==> src/rtl/board_pkg.sv <==
// board_pkg: shared definitions for the tile-matching board storage.
// Holds the default board geometry, the tile entry layout {matched, value},
// the board controller state encoding, the LFSR seed, and the helper that
// folds a raw LFSR nibble onto a valid tile index.
package board_pkg;

    localparam int NUM_TILES  = 10;
    localparam int VAL_W      = 3;
    localparam int ENTRY_W    = VAL_W + 1;
    localparam int INIT_SWAPS = 16;
    localparam int ADDR_W     = 4;
    localparam int LFSR_W     = 8;
    localparam logic [LFSR_W-1:0] LFSR_SEED = 8'hA5;

    typedef struct packed {
        logic             matched;
        logic [VAL_W-1:0] value;
    } tile_t;

    typedef enum logic [1:0] {
        ST_IDLE    = 2'd0,
        ST_FILL    = 2'd1,
        ST_SHUFFLE = 2'd2,
        ST_READY   = 2'd3
    } state_t;

    // Map a 4-bit random value onto [0, n): subtract n once, and if the
    // result is still out of range fall back to entry 0.
    function automatic logic [ADDR_W-1:0] fold_index(
        input logic [ADDR_W-1:0] raw,
        input logic [ADDR_W:0]   n
    );
        logic [ADDR_W-1:0] r;
        r = raw;
        if ({1'b0, r} >= n) r = r - n[ADDR_W-1:0];
        if ({1'b0, r} >= n) r = '0;
        return r;
    endfunction

endpackage

==> src/rtl/lfsr8.sv <==
// lfsr8: free-running 8-bit Fibonacci LFSR, taps 8,6,5,4.
// Ports:
//   clk   - clock
//   rst   - synchronous active-high reset, loads SEED
//   value - current LFSR state
module lfsr8 #(
    parameter logic [7:0] SEED = 8'hA5
) (
    input  logic       clk,
    input  logic       rst,
    output logic [7:0] value
);

    always_ff @(posedge clk) begin
        if (rst) begin
            value <= SEED;
        end else begin
            value <= {value[6:0], value[7] ^ value[5] ^ value[4] ^ value[3]};
        end
    end

endmodule

==> src/rtl/board_mem_arbiter.sv <==
// board_mem_arbiter: owns the tile-matching board. On start it fills the
// board with value pairs, shuffles it with a free-running LFSR, then shares
// the single storage port between the game FSM (read/write) and the display
// scanner (read-only).
// Ports:
//   CLOCK_50                 - system clock
//   userquit                 - synchronous active-high reset
//   start                    - one-cycle pulse, begin a new board
//   init_done                - high while the board is ready
//   game_req/we/addr/wdata   - game access request
//   game_gnt                 - game access accepted this cycle
//   game_rvalid/rdata        - game read return, one cycle after grant
//   disp_req/addr            - display read request
//   disp_gnt                 - display access accepted this cycle
//   disp_rvalid/rdata        - display read return, one cycle after grant
module board_mem_arbiter
    import board_pkg::*;
#(
    parameter int         NUM_TILES  = board_pkg::NUM_TILES,
    parameter int         VAL_W      = board_pkg::VAL_W,
    parameter int         INIT_SWAPS = board_pkg::INIT_SWAPS,
    parameter logic [7:0] LFSR_SEED  = board_pkg::LFSR_SEED
) (
    input  logic             CLOCK_50,
    input  logic             userquit,
    input  logic             start,
    output logic             init_done,
    input  logic             game_req,
    input  logic             game_we,
    input  logic [3:0]       game_addr,
    input  logic [VAL_W:0]   game_wdata,
    output logic             game_gnt,
    output logic             game_rvalid,
    output logic [VAL_W:0]   game_rdata,
    input  logic             disp_req,
    input  logic [3:0]       disp_addr,
    output logic             disp_gnt,
    output logic             disp_rvalid,
    output logic [VAL_W:0]   disp_rdata
);

    localparam int TILE_W = VAL_W + 1;
    localparam int SWAP_W = $clog2(INIT_SWAPS + 1);
    localparam logic [ADDR_W:0]   TILES_X   = (ADDR_W + 1)'(NUM_TILES);
    localparam logic [ADDR_W-1:0] LAST_IDX  = ADDR_W'(NUM_TILES - 1);
    localparam logic [SWAP_W-1:0] LAST_SWAP = SWAP_W'(INIT_SWAPS - 1);

    state_t              state_q, state_d;
    logic [ADDR_W-1:0]   idx_q, idx_d;
    logic [SWAP_W-1:0]   cnt_q, cnt_d;
    logic                fill_we;
    logic                swap_en;
    logic [7:0]          lfsr_q;
    logic [ADDR_W-1:0]   swap_j;
    logic                unused_lfsr_hi;

    logic [TILE_W-1:0]   board [NUM_TILES];

    logic                is_ready;
    logic                disp_denied_q;
    logic                game_in_range, disp_in_range;
    logic                game_rd_en, game_wr_en, disp_rd_en;
    logic [TILE_W-1:0]   game_rd_val, disp_rd_val;

    logic                game_rvld_p1, disp_rvld_p1;
    logic [TILE_W-1:0]   game_rdata_p1, disp_rdata_p1;

    lfsr8 #(.SEED(LFSR_SEED)) u_lfsr (
        .clk   (CLOCK_50),
        .rst   (userquit),
        .value (lfsr_q)
    );

    // Only the low nibble picks the swap partner.
    assign unused_lfsr_hi = ^lfsr_q[7:4];
    assign swap_j         = fold_index(lfsr_q[3:0], TILES_X);

    // ---------------- controller ----------------
    always_ff @(posedge CLOCK_50) begin
        if (userquit) begin
            state_q <= ST_IDLE;
            idx_q   <= '0;
            cnt_q   <= '0;
        end else begin
            state_q <= state_d;
            idx_q   <= idx_d;
            cnt_q   <= cnt_d;
        end
    end

    // idx_q is the fill index in FILL and the swap slot k in SHUFFLE.
    always_comb begin
        state_d = state_q;
        idx_d   = idx_q;
        cnt_d   = cnt_q;
        fill_we = 1'b0;
        swap_en = 1'b0;
        case (state_q)
            ST_IDLE: begin
                if (start) begin
                    state_d = ST_FILL;
                    idx_d   = '0;
                end
            end
            ST_FILL: begin
                fill_we = 1'b1;
                if (idx_q == LAST_IDX) begin
                    state_d = ST_SHUFFLE;
                    idx_d   = '0;
                    cnt_d   = '0;
                end else begin
                    idx_d = idx_q + 1'b1;
                end
            end
            ST_SHUFFLE: begin
                swap_en = 1'b1;
                idx_d   = (idx_q == LAST_IDX) ? '0 : idx_q + 1'b1;
                cnt_d   = cnt_q + 1'b1;
                if (cnt_q == LAST_SWAP) state_d = ST_READY;
            end
            ST_READY: begin
                if (start) begin
                    state_d = ST_FILL;
                    idx_d   = '0;
                end
            end
            default: state_d = ST_IDLE;
        endcase
    end

    // ---------------- arbitration ----------------
    // Game wins by default; a display request denied last cycle wins now,
    // so the display never waits more than one cycle.
    assign is_ready  = (state_q == ST_READY);
    assign init_done = is_ready;
    assign game_gnt  = is_ready && game_req && !(disp_req && disp_denied_q);
    assign disp_gnt  = is_ready && disp_req && !game_gnt;

    always_ff @(posedge CLOCK_50) begin
        if (userquit) disp_denied_q <= 1'b0;
        else          disp_denied_q <= disp_req && !disp_gnt;
    end

    assign game_in_range = ({1'b0, game_addr} < TILES_X);
    assign disp_in_range = ({1'b0, disp_addr} < TILES_X);
    assign game_rd_en    = game_gnt && !game_we;
    assign game_wr_en    = game_gnt && game_we && game_in_range;
    assign disp_rd_en    = disp_gnt;
    assign game_rd_val   = game_in_range ? board[game_addr] : '0;
    assign disp_rd_val   = disp_in_range ? board[disp_addr] : '0;

    // ---------------- storage ----------------
    // FILL, SHUFFLE and game writes are state-exclusive.
    always_ff @(posedge CLOCK_50) begin
        if (userquit) begin
            for (int i = 0; i < NUM_TILES; i++) board[i] <= '0;
        end else if (fill_we) begin
            board[idx_q] <= {1'b0, VAL_W'(idx_q >> 1)};
        end else if (swap_en) begin
            if (swap_j != idx_q) begin
                board[idx_q]  <= board[swap_j];
                board[swap_j] <= board[idx_q];
            end
        end else if (game_wr_en) begin
            board[game_addr] <= game_wdata;
        end
    end

    // ---------------- stage p1: read return ----------------
    always_ff @(posedge CLOCK_50) begin
        if (userquit) begin
            game_rvld_p1  <= 1'b0;
            disp_rvld_p1  <= 1'b0;
            game_rdata_p1 <= '0;
            disp_rdata_p1 <= '0;
        end else begin
            game_rvld_p1 <= game_rd_en;
            disp_rvld_p1 <= disp_rd_en;
            if (game_rd_en) game_rdata_p1 <= game_rd_val;
            if (disp_rd_en) disp_rdata_p1 <= disp_rd_val;
        end
    end

    assign game_rvalid = game_rvld_p1;
    assign game_rdata  = game_rdata_p1;
    assign disp_rvalid = disp_rvld_p1;
    assign disp_rdata  = disp_rdata_p1;

endmodule

==> config.mk <==
export PLATFORM = sky130hd
export DESIGN_NAME = board_mem_arbiter
export DESIGN_NICKNAME = d
export VERILOG_FILES = /design/src/rtl/board_pkg.sv /design/src/rtl/lfsr8.sv /design/src/rtl/board_mem_arbiter.sv
export SDC_FILE = /design/constraint.sdc
export NUM_CORES = 1
export LEC_CHECK = 0
export BUFFER_PORTS_ARGS = -buffer_cell sky130_fd_sc_hd__clkbuf_2
export CAP_MARGIN = 10
export CORE_MARGIN = 3
export CORE_UTILIZATION = 50
export CTS_CLUSTER_SIZE = 10
export DETAILED_ROUTE_END_ITERATION = 16
export GPL_ROUTABILITY_DRIVEN = 0
export GPL_TIMING_DRIVEN = 0
export PLACE_DENSITY = 0.67
export SYNTH_ARGS = -nofsm -noshare
export SYNTH_HDL_FRONTEND = slang
export SYNTH_SLANG_ARGS = --single-unit
export TNS_END_PERCENT = 30
==> constraint.sdc <==
create_clock -name CLOCK_50 -period 8.2 [get_ports CLOCK_50]
set_input_delay 0.82 -clock CLOCK_50 [delete_from_list [all_inputs] [get_ports CLOCK_50]]
set_output_delay 0.82 -clock CLOCK_50 [all_outputs]
set_load 0.05 [all_outputs]
# [Word level (Yosys, flattened, before mapping)]
# Memories as Yosys holds them, arrays and structs flattened. A register that Yosys moved wholly into a read port is not among the register bits.
# Index checks and enable logic that the tools add are counted.
[word_totals] memories=1 out_inout_bits=13 word_cells=94 mem_bits_rw=40 input_bits=18 reg_bits=30
[classes] order_cmp=4 n_bitwise=4 mux=42 eq_ne=9 addsub=3 reduce_logical=22
[mem_list] memory="board" depth=10 word_bits=4 rd=4 rd_ports_with_merged_regs=1 write_ports=10 line_no="board_mem_arbiter.sv:57" text="logic [TILE_W-1:0] board [NUM_TILES];"
[op_table] operator="two-way mux 4 bit" count=15
[op_table] operator="two-way mux 1 bit" count=20
[op_table] operator="OR reduction 4 bit" count=3
[op_table] operator="one-hot mux 5 bit (2 select lines)" count=1
[op_table] operator="logical AND 1 bit" count=9
[op_table] operator="greater-or-equal comparator 4 bit, second input constant" count=2
[op_table] operator="< comparator 4 bit, second input constant" count=2
[op_table] operator="one-hot mux 4 bit (2 select lines)" count=1
[op_table] operator="two-way mux 2 bit" count=3
[op_table] operator="one-hot mux 2 bit (3 select lines)" count=1
[op_table] operator="adder 5 x 1 -> 5 bit, second input constant" count=1
[op_table] operator="== test 5 x 4 -> 1 bit, second input constant" count=1
[op_table] operator="two-way mux 5 bit" count=1
[op_table] operator="adder 4 x 1 -> 4 bit, second input constant" count=1
[op_table] operator="== test 2 bit, second input constant" count=2
[op_table] operator="== test 4 bit, second input constant" count=1
[op_table] operator="logical NOT 1 bit" count=4
[op_table] operator="inequality test 2 bit, second input constant" count=2
[op_table] operator="inequality test 4 bit" count=1
[op_table] operator="OR reduction 2 bit" count=2
[op_table] operator="subtractor 4 bit, second input constant" count=1
[op_table] operator="AND reduction 3 bit" count=1
[op_table] operator="XOR 1 bit" count=3
[op_table] operator="== test 2 x 1 -> 1 bit, second input constant" count=1
[op_table] operator="other kinds (5)" count=5

# [Longest topological paths before layout]
# Gate-level depths: netlist of run 1.
[logic_depth] depth_word=14 ltp_mapped=12 ltp_nobuf=10

# [Hierarchy]
# From an unflattened synthesis of run 1, not the netlist that was laid out.
[hier_totals] hier_cells=581 area_unflattened_um2=6289.8
[modules_own_cells] module="board_mem_arbiter" cells_per_inst=562 instances=1 area_each_um2=6053.3
[modules_own_cells] module="lfsr8" cells_per_inst=19 instances=1 area_each_um2=236.5

# [Worst setup path after synthesis of run 1]
# No wires, ideal clock.
[synth_path] kind="flip-flop to flip-flop" start="register u_lfsr.value[1]" end="memory board[3][2] in the netlist's numbering, data pin" slack_ns=5.124 path_stages_with_launch=11 period_less_slack_ns=3.076 arrival_time_ns=2.790 cell_sequence="dfxtp_1 inv_1 ha_1 nor3b_2 a2bb2oi_4 xnor2_1 nor3_2 a21oi_2 a222oi_1 buf_6 o22ai_1"
[synth_rtl] item="start: declaration" line_no="lfsr8.sv:11" text="output logic [7:0] value"
[synth_rtl] item="start signal: assignment" line_no="lfsr8.sv:18" text="value <= {value[6:0], value[7] ^ value[5] ^ value[4] ^ value[3]};"
[synth_rtl] item="end: declaration" line_no="board_mem_arbiter.sv:57"

==> results.py, run 1 <==
metrics = {
    "grt": {
        "grt_max_degree": 17,
        "grt_pass1_vias": 4654,
        "met3_usage_pct": 4.95,
        "use_met1_pct": 33.5,
        "overflow": 0,
        "top_usage_layer": "met2",
        "grt_use_total_pct": 25.9,
        "grt_pass1_wl_um": 25800,
        "grtUsageMet2_pct": 42.4,
        "antenna_found_initial": 0,
    },
    "min_path": {
        "hp-start": "u_lfsr.value[6]",
        "hold_depth": 1,
        "holdPathEnd": "u_lfsr.value[7]",
        "hold_path.class": "register to register",
    },
    "sta": {
        "period_needed_ns": 4.24,
        "fin_setup_tns_ns": 0,
        "worst_pin_slew_ns": 1.38,
        "final_max_slew_viol_count": 0,
        "finalClockSkew_ns": 0.00667,
        "finalCritPeriodShare_pct": 51.7,
        "setup_violations": 0,
        "relSlewSlack_pct": 7.91,
        "fmaxAchievable_ghz": 0.236,
        "hold_viol_final": 0,
        "rsz0062_at_grt": "false",
    },
    "pwr": {
        "switching_share_pct": 34.6,
        "max-vdd-ir-drop_v": 0.000123,
        "power_mw": 1.51,
        "pwr-share-clk_pct": 28.2,
        "pwr-share-seq_pct": 40.8,
        "power.switching_mw": 0.523,
        "intPower_mw": 0.989,
        "power_density_mw_per_mm2": 231,
        "power_frac_comb_pct": 31.0,
        "leakage_nw": 2.52,
    },
    "logic_synthesis": {
        "yosysSeqAreaShare_pct": 43.8,
        "synth_nets": 580,
        "yosysWarnings": 0,
        "synth_area_mm2": 0.00594,
        "synth_seq_cells": 98,
        "syn_avg_cell_area_um2": 10.8,
        "ys.flop_type": "edfxtp_1",
        "synth_edf_count": 64,
        "synth_most_common_cell": "edfxtp_1",
        "ys_top_cells_by_area": "edfxtp_1 32%, mux4_2 13%, dfxtp_1 11%",
        "post-synth-top-area-cell": "edfxtp_1",
        "synthArstFlopShare_pct": 0,
        "syn_inst": 552,
        "yosysUniqueCellTypes": 65,
        "synth_top_area_share_pct": 32.4,
        "synth_common_cells": "64 x edfxtp_1, 47 x nand2_1, 43 x nor2_1",
    },
    "route": {
        "drc_errors": 0,
        "drt-total-wl_um": 16700,
        "wl_per_cell_um": 22.7,
        "first_iter_violations": 476,
        "first_pass_iters": 5,
        "antenna_left": 0,
        "avgViaCountPerCell": 6.57,
        "routed-via-count": 4848,
    },
    "worst_setup_path": {
        "cp-start-kind": "register",
        "path_class": "register to register",
        "worstPathRequired_ns": 8.26,
        "cp_max_fo": 10,
        "path_delay_family": "compound AO/OA/AOI/OAI gates",
        "path_cells": "inv_1, ha_1, nor3b_2, a2bb2oi_4, xnor2_1, nor3_2, a21oi_2, a222oi_1, buf_4, o22ai_1",
        "crit_arrival_ns": 4.30,
        "r2r_setup_slack_ns": 3.96,
        "endpoint_kind": "register",
        "critical_path_buf_inv_count": 2,
        "r2r-end": "board[5][1]",
        "rr_worst_depth": 10,
        "cpPeakStageDelay_ns": 1.12,
        "cp_slowest_cell": "a222oi_1",
        "r2r_start": "u_lfsr.value[1]",
    },
    "floorplanning": {
        "start_util_pct": 51.6,
        "core_area_mm2": 0.0115,
        "die_w_um": 115,
        "die_height_um": 115,
        "dieArea_mm2": 0.0132,
        "row_count": 39,
        "io_pins": 31,
    },
    "clocking": {
        "cts_resized": 0,
        "clock-root-buffer": "clkbuf_16",
        "post_cts_buffers": 0,
        "postCtsHoldBufs": 0,
        "clkSlewWorstSetupHoldPaths_ns": 0.07,
        "clock-sinks": 98,
        "clock_latency_ns": 0.34,
        "htreeDepth": 3,
        "cts_made_buffers": 9,
        "cts_tree": "built",
        "clockBufferDepth": 2,
    },
    "run_status": {
        "status": "completed",
    },
    "place": {
        "dp_hpwl_um": 12800,
        "portBuffers": 26,
    },
    "job": {
        "maxCapViolCount": 0,
    },
    "cells_and_area": {
        "drive_gt1_share_pct": 19.8,
        "n_antenna_cell": 0,
        "fin_nets": 619,
        "syn2layout_area_growth_pct": 10.4,
    },
}
## final cells by class
cell class | instances | area (um^2)
fill | 1003 | 4960
multi-input combinational | 379 | 3030
sequential | 98 | 2600
clock buffer | 10 | 229
tap | 143 | 179
inverter | 43 | 161
timing repair buffer | 28 | 145
buffer | 32 | 141
clock inverter | 5 | 63.8
## per-layer routing
| layer | up-vias | part of all wire, % |
|---|---|---|
| met3 | 51 | 9.2 |
| met1 | 2344 | 39 |
| li1 | 2184 | - |
| met2 | 269 | 47 |
| met4 | 0 | 4.9 |
| met5 | - | 0 |
## metrics by stage
stage / setup slack [ns] / hold WS, ns / cell area [um^2] / util (%) / instances
after floorplan: 5.12 / 0.389 / 5940 / - / 552
after global placement: 4.20 / 0.400 / 6250 / 54.3 / 721
after detailed placement: 4.12 / 0.402 / 6260 / 54.4 / 723
after CTS: 4.09 / 0.423 / 6560 / 56.9 / 738
after global routing: 3.77 / 0.434 / 6560 / 56.9 / 738
final: 3.96 / 0.417 / 6560 / 56.9 / 738
## flip-flops by register name, indices dropped and copies added, names as in the netlist, named ones only
signal         count
board             64
u_lfsr.value       8
cnt_q              5
disp_rdata         4
game_rdata         4
idx_q              4
state_q            2
disp_denied_q      1
disp_rvalid        1
game_rvalid        1
## logic make-up (layout without fill, tap and decap cells)
family,Yosys count,after routing,share of synthesized area (%)
flip-flops,98,98,43.8
XOR/XNOR,4,4,0.590
AO/OA/AOI/OAI,133,133,16.0
adder cells (fa/ha/maj),10,10,2.11
multiplexers,69,69,18.7
AND/OR/NAND/NOR,163,163,13.7
buffers and inverters,75,118,5.10
## power groups by stage
stage                     Combinational, mW  Sequential, mW  Clock (mW)
after floorplan                       0.337           0.611           0
final                                 0.468           0.618       0.427
after CTS                             0.460           0.614       0.431
after detailed placement              0.456           0.625           0
after global placement                0.443           0.621           0
after global routing                  0.503           0.621       0.445
## worst register-to-register path: stages, from the launching register on
cell and delay [ns]:
dfxtp_1 0.54, inv_1 0.11, ha_1 0.37, nor3b_2 0.29, a2bb2oi_4 0.34, xnor2_1 0.14, nor3_2 0.29, a21oi_2 0.21
a222oi_1 1.13, buf_4 0.41, o22ai_1 0.12
## how the worst max path moves through the flow
stage | slack (ns) | cells past startpoint | end | from
global route | 3.77 | 10 | board[5][1] | u_lfsr.value[1]
CTS | 4.09 | 10 | board[5][1] | u_lfsr.value[1]
detailed placement | 4.12 | 10 | board[5][1] | u_lfsr.value[1]
finish | 3.96 | 10 | board[5][1] | u_lfsr.value[1]
global placement | 4.20 | 10 | board[5][1] | u_lfsr.value[1]
floorplan | 5.12 | 10 | board[3][2] | u_lfsr.value[1]
## cell usage in the layout (no fill, tap or decap), types with 3 or more instances in the layout
cell type	netlist	layout
nand4_1	9	9
clkbuf_1	20	21
clkbuf_2	0	26
ha_1	10	10
mux2i_1	32	32
o22ai_1	35	35
mux4_2	33	33
buf_2	5	5
a21oi_1	23	23
nor2_1	43	43
or3_1	3	3
buf_4	2	4
edfxtp_1	64	64
dfxtp_1	34	34
mux2_2	4	4
buf_1	4	4
inv_1	31	31
a31oi_1	3	3
nor3_1	3	3
a211oi_1	4	4
or2_2	5	5
o21ai_0	16	16
o221ai_1	5	5
nor2b_1	9	9
o21ai_1	3	3
nand2_1	47	47
o32ai_1	5	5
a21boi_0	3	3
nand3_1	10	10
clkbuf_16	0	9
a221o_1	5	5
a22oi_1	6	6
nand3b_1	9	9
and3_1	7	7
inv_2	12	12
nand2b_1	10	10
(Power assumes the default switching activity.)
==> run 2, diff against run 1 <==
==> constraint.sdc (replaced) <==
create_clock -name CLOCK_50 -period 4 [get_ports CLOCK_50]
set_input_delay 0.4 -clock CLOCK_50 [delete_from_list [all_inputs] [get_ports CLOCK_50]]
set_output_delay 0.4 -clock CLOCK_50 [all_outputs]
set_load 0.05 [all_outputs]
==> results.py, run 2 (same netlist as run 1, synthesis figures left out) <==
metrics = {
    "run_status": {
        "status": "completed",
    },
    "cells_and_area": {
        "reg_top3": "board: 64 flops, u_lfsr.value: 8 flops, cnt_q: 5 flops",
        "n_antenna_cell": 0,
        "drive_gt1_share_pct": 20.7,
        "fin_area_mm2": 0.00660,
        "final_cell_mix": "64 x edfxtp_1, 47 x nand2_1, 43 x nor2_1, 35 x o22ai_1, 34 x dfxtp_1",
        "fillers": 996,
        "syn2layout_area_growth_pct": 11.1,
        "largest_register": "board",
        "largest_register_ffs": 64,
        "fin_nets": 624,
        "final_common_cell": "edfxtp_1",
    },
    "job": {
        "maxCapViolCount": 0,
    },
    "sta": {
        "worst_pin_slew_ns": 0.904,
        "final_max_slew_viol_count": 0,
        "fin_hold_ws_ns": 0.281,
        "period_needed_ns": 3.81,
        "rsz0062_at_grt": "false",
        "relSlewSlack_pct": 39.4,
        "setup_violations": 0,
        "finalClockSkew_ns": 0.00867,
        "fmaxAchievable_ghz": 0.263,
        "finalCritPeriodShare_pct": 95.2,
        "hold_viol_final": 0,
    },
    "clocking": {
        "clock-sinks": 98,
        "postCtsHoldBufs": 0,
        "htreeDepth": 3,
        "cts_made_buffers": 9,
        "clock_latency_ns": 0.35,
        "cts_tree": "built",
        "clkSlewWorstSetupHoldPaths_ns": 0.07,
        "clock-root-buffer": "clkbuf_16",
        "clockBufferDepth": 2,
    },
    "floorplanning": {
        "die_height_um": 115,
        "dieArea_mm2": 0.0132,
        "die_w_um": 115,
        "core_area_mm2": 0.0115,
        "start_util_pct": 51.6,
        "row_count": 39,
        "io_pins": 31,
    },
    "route": {
        "drt-total-wl_um": 16800,
        "first_pass_iters": 5,
        "met2_length_um": 8120,
        "drc_errors": 0,
        "top_layer": "met4",
        "wl_met3_um": 1440,
        "routed-via-count": 4864,
        "met1_length_um": 6560,
        "antenna_left": 0,
        "first_iter_violations": 472,
        "wl_per_cell_um": 22.6,
        "avgViaCountPerCell": 6.55,
    },
    "grt": {
        "grt_pass1_wl_um": 25800,
        "grt_use_total_pct": 26.0,
        "grt_pass1_vias": 4663,
        "antenna_found_initial": 0,
        "overflow": 0,
        "grt_max_degree": 17,
    },
    "worst_setup_path": {
        "crit_arrival_ns": 3.86,
        "worstPathRequired_ns": 4.05,
        "path_class": "register to register",
        "r2r_setup_slack_ns": 0.19,
        "cp_max_fo": 8,
        "cp-start-kind": "register",
        "r2r_start": "u_lfsr.value[1]",
        "rr_worst_depth": 10,
        "r2r-end": "board[2][1]",
        "endpoint_kind": "register",
    },
    "pwr": {
        "max-vdd-ir-drop_v": 0.000253,
        "leakage_nw": 2.55,
        "power_mw": 3.12,
        "power_density_mw_per_mm2": 472,
    },
    "place": {
        "portBuffers": 26,
        "dp_hpwl_um": 12800,
        "post_dp_cell_area_mm2": 0.00626,
    },
    "min_path": {
        "hold_depth": 2,
        "hp-start": "game_we",
        "holdPathEnd": "game_rvalid",
        "hold_path.class": "input pin to register",
    },
}
[run 2: report_power, final]
part / switching (mW) / leakage [nW] / total [mW] / internal [mW]
clock network: 0.393 / 0.139 / 0.880 / 0.487
logic: 0.590 / 1.49 / 0.969 / 0.379
registers: 0.0982 / 0.918 / 1.27 / 1.17
total: 1.08 / 2.55 / 3.12 / 2.03
[run 2: worst max-delay path by stage]
| stage | startpoint | to | slack, ns | cells past startpoint |
|---|---|---|---|---|
| floorplan | u_lfsr.value[1] | board[3][2] | 0.92 | 10 |
| global placement | u_lfsr.value[1] | board[5][1] | -0.003 | 10 |
| detailed placement | u_lfsr.value[1] | board[5][1] | -0.08 | 10 |
| CTS | u_lfsr.value[1] | board[5][2] | 0.03 | 10 |
| global route | u_lfsr.value[1] | board[9][0] | 0.05 | 9 |
| finish | u_lfsr.value[1] | board[2][1] | 0.19 | 10 |
[run 2: metrics by stage]
stage	setup TNS (ns)	util, %	cells	worst slack [ns]
finish	0	57.3	743	0.191
global route	0	57.3	743	0.0487
CTS	0	57.1	740	0.0260
detailed placement	-0.219	54.4	723	-0.0776
global placement	-0.00263	54.3	721	-0.00263
floorplan	0	-	552	0.924
[run 2: area by class of cell]
type                    count  area, um^2  share of cell area [%]
multi-input cells         379        3040                    46.1
flip-flops and latches     98        2600                    39.4
well taps                 143         179                    2.71
clock inverters             5        63.8                   0.967
repair buffers             33         183                    2.77
plain buffers              32         141                    2.14
inverters                  43         161                    2.45
clock buffers              10         229                    3.47
[run 2: timing repair]
item / CTS / global route
pin swaps: 2 / 1
resized for setup: 0 / 1
setup endpoints to repair: 8 / 16
setup buffers: 2 / 3
[run 2: layer usage]
layer / up-vias / global-route usage [%]
li1: 2193 / -
met1: 2343 / 33.5
met2: 278 / 43.1
met3: 50 / 4.53
met4: 0 / 11.5
met5: - / 0
[run 2: critical path: stages, from the launching register on]
cell       delay (ns)
dfxtp_1          0.54
inv_1            0.11
ha_1             0.37
nor3b_2          0.29
a2bb2oi_4        0.34
xnor2_1          0.14
nor3_2           0.29
a31o_2           0.24
a2bb2oi_1        0.63
a221o_1          0.34
nand3b_1         0.22
==> run 3, diff against run 2 <==
--- a/config.mk
+++ b/config.mk
@@ -8,12 +8,12 @@
 export BUFFER_PORTS_ARGS = -buffer_cell sky130_fd_sc_hd__clkbuf_2
 export CAP_MARGIN = 10
 export CORE_MARGIN = 3
-export CORE_UTILIZATION = 50
+export CORE_UTILIZATION = 45
 export CTS_CLUSTER_SIZE = 10
 export DETAILED_ROUTE_END_ITERATION = 16
 export GPL_ROUTABILITY_DRIVEN = 0
 export GPL_TIMING_DRIVEN = 0
-export PLACE_DENSITY = 0.67
+export PLACE_DENSITY = 0.62
 export SYNTH_ARGS = -nofsm -noshare
 export SYNTH_HDL_FRONTEND = slang
 export SYNTH_SLANG_ARGS = --single-unit
==> constraint.sdc (replaced) <==
create_clock -name CLOCK_50 -period 3.8 [get_ports CLOCK_50]
set_input_delay 0.38 -clock CLOCK_50 [delete_from_list [all_inputs] [get_ports CLOCK_50]]
set_output_delay 0.38 -clock CLOCK_50 [all_outputs]
set_load 0.05 [all_outputs]
==> results.py, run 3 (same netlist as run 1, synthesis figures left out) <==
metrics = {
    "worst_setup_path": {
        "startpoint": "u_lfsr.value[1]",
        "path_cells": "inv_1, ha_1, nor3b_2, a2bb2oi_4, xnor2_1, nor3_2, a31o_2, o21ai_0, a221o_1, nand3b_1",
        "crit_arrival_ns": 3.72,
        "r2r-end": "board[1][2]",
        "r2r_start": "u_lfsr.value[1]",
        "path_class": "register to register",
        "cp-start-kind": "register",
        "timing.critical_path.to": "board[1][2]",
        "cp_slowest_cell": "o21ai_0",
        "r2r_setup_slack_ns": 0.14,
        "endpoint_kind": "register",
        "rr_worst_depth": 10,
        "cp_max_fo": 8,
        "worstPathRequired_ns": 3.86,
        "cpPeakStageDelay_ns": 0.67,
    },
    "clocking": {
        "cts_tree": "built",
        "clkSlewWorstSetupHoldPaths_ns": 0.07,
        "clock-root-buffer": "clkbuf_16",
        "clock-sinks": 98,
        "clock_latency_ns": 0.36,
        "clockBufferDepth": 2,
        "htreeDepth": 3,
        "cts_made_buffers": 9,
        "postCtsHoldBufs": 0,
    },
    "cells_and_area": {
        "largest_register": "board",
        "seq_area_mm2": 0.00260,
        "fin_util_pct": 51.9,
        "n_antenna_cell": 0,
        "largest_register_ffs": 64,
        "fin_area_mm2": 0.00663,
        "final_cell_mix": "64 x edfxtp_1, 47 x nand2_1, 42 x nor2_1, 35 x o22ai_1, 34 x dfxtp_1",
        "fillers": 1127,
        "fin_nets": 623,
        "final_common_cell": "edfxtp_1",
        "syn2layout_area_growth_pct": 11.5,
        "reg_top3": "board: 64 flops, u_lfsr.value: 8 flops, cnt_q: 5 flops",
        "multi_input_area_mm2": 0.00304,
        "drive_gt1_share_pct": 21.2,
    },
    "grt": {
        "grt_max_degree": 20,
        "overflow": 0,
        "grt_pass1_wl_um": 26300,
        "grt_pass1_vias": 4585,
        "use_met1_pct": 32.9,
        "grtUsageMet2_pct": 37.2,
        "top_usage_layer": "met2",
        "antenna_found_initial": 0,
        "met3_usage_pct": 3.78,
        "grt_use_total_pct": 23.9,
    },
    "route": {
        "wl_per_cell_um": 22.1,
        "drc_errors": 0,
        "antenna_left": 0,
        "drt-total-wl_um": 17100,
        "first_iter_violations": 576,
        "avgViaCountPerCell": 6.32,
        "first_pass_iters": 6,
        "routed-via-count": 4879,
    },
    "pwr": {
        "switching_share_pct": 35.9,
        "power_density_mw_per_mm2": 492,
        "max-vdd-ir-drop_v": 0.000241,
        "leakage_nw": 2.55,
        "pwr-share-clk_pct": 27.9,
        "power_mw": 3.26,
        "power.switching_mw": 1.17,
        "pwr-share-seq_pct": 41.1,
        "intPower_mw": 2.09,
        "power_frac_comb_pct": 31.0,
    },
    "floorplanning": {
        "die_w_um": 121,
        "core_area_mm2": 0.0128,
        "start_util_pct": 46.5,
        "io_pins": 31,
        "die_height_um": 121,
        "dieArea_mm2": 0.0146,
        "row_count": 41,
    },
    "sta": {
        "hold_viol_final": 0,
        "period_needed_ns": 3.66,
        "fmaxAchievable_ghz": 0.274,
        "fin_ws_ns": 0.145,
        "final_max_slew_viol_count": 0,
        "fin_hold_ws_ns": 0.273,
        "worst_pin_slew_ns": 0.933,
        "rsz0062_at_grt": "false",
        "finalCritPeriodShare_pct": 96.2,
        "relSlewSlack_pct": 37.4,
        "setup_violations": 0,
        "finalClockSkew_ns": 0.0119,
    },
    "place": {
        "post_dp_cell_area_mm2": 0.00628,
        "dp_hpwl_um": 13100,
        "portBuffers": 26,
        "pre_cts_ws_ns": -0.137,
    },
    "job": {
        "maxCapViolCount": 0,
    },
    "min_path": {
        "hold_path.class": "input pin to register",
    },
    "run_status": {
        "status": "completed",
    },
}
## run 3: changes by cell type in the layout (fill, tap and decap cells not counted), sizes merged
cell and delta:
clkinv -1, buf -2, clkinvlp -1, inv +5
bufinv -1
## run 3: metal layers
layer	wire length, um	vias to the layer above	part of all wire [%]
met5	0	-	0
met4	847	0	5.0
met3	1390	63	8.1
met2	7720	248	45
met1	7130	2375	42
li1	-	2193	-
## run 3: area by class of cell
class                   instances  area share (%)
plain buffers                  32            2.15
clock buffers                   9            3.40
flip-flops and latches         98            39.3
repair buffers                 32            2.57
well taps                     172            3.25
multi-input cells             379            45.9
clock inverters                 7           0.982
inverters                      43            2.44
## run 3: critical path: cells and delay by family, from the launching register on
kind | cells | cell delay [ns]
AOI/OAI and AO/OA | 4 | 1.56
adders and majority gates | 1 | 0.37
xor gates and xnor gates | 1 | 0.17
DFF | 1 | 0.53
buffers and inverters | 1 | 0.11
and+or+nand+nor | 3 | 0.61
## run 3: per-stage QoR
step           std cells  TNS [ns]
2_1_floorplan        552         0
3_3_place_gp         750   -0.0453
3_5_place_dp         750    -0.574
4_1_cts              768         0
5_1_grt              772         0
6_report             772         0
## run 3: worst min path at each step
stage                    startpoint              end  slack (ns)  cells after the start
finish                      game_we      game_rvalid        0.27                      2
global route                game_we      game_rvalid        0.28                      2
CTS                         game_we      game_rvalid        0.25                      2
detailed placement  u_lfsr.value[6]  u_lfsr.value[7]        0.40                      1
global placement    u_lfsr.value[6]  u_lfsr.value[7]        0.40                      1
floorplan           u_lfsr.value[6]  u_lfsr.value[7]        0.39                      1
## run 3: power groups by stage
stage | combinational (mW) | clock [mW] | sequential, mW
floorplan | 0.727 | 0 | 1.32
global placement | 0.958 | 0 | 1.35
detailed placement | 0.974 | 0 | 1.36
CTS | 0.981 | 0.919 | 1.33
global route | 1.10 | 0.961 | 1.34
finish | 1.01 | 0.909 | 1.34
## run 3: what timing repair did
action                                 CTS  global route
pin swaps                                1             1
endpoints found under the hold margin    0             0
setup endpoints to repair               10            53
buffers inserted                         2             2
resized for setup                        0             4
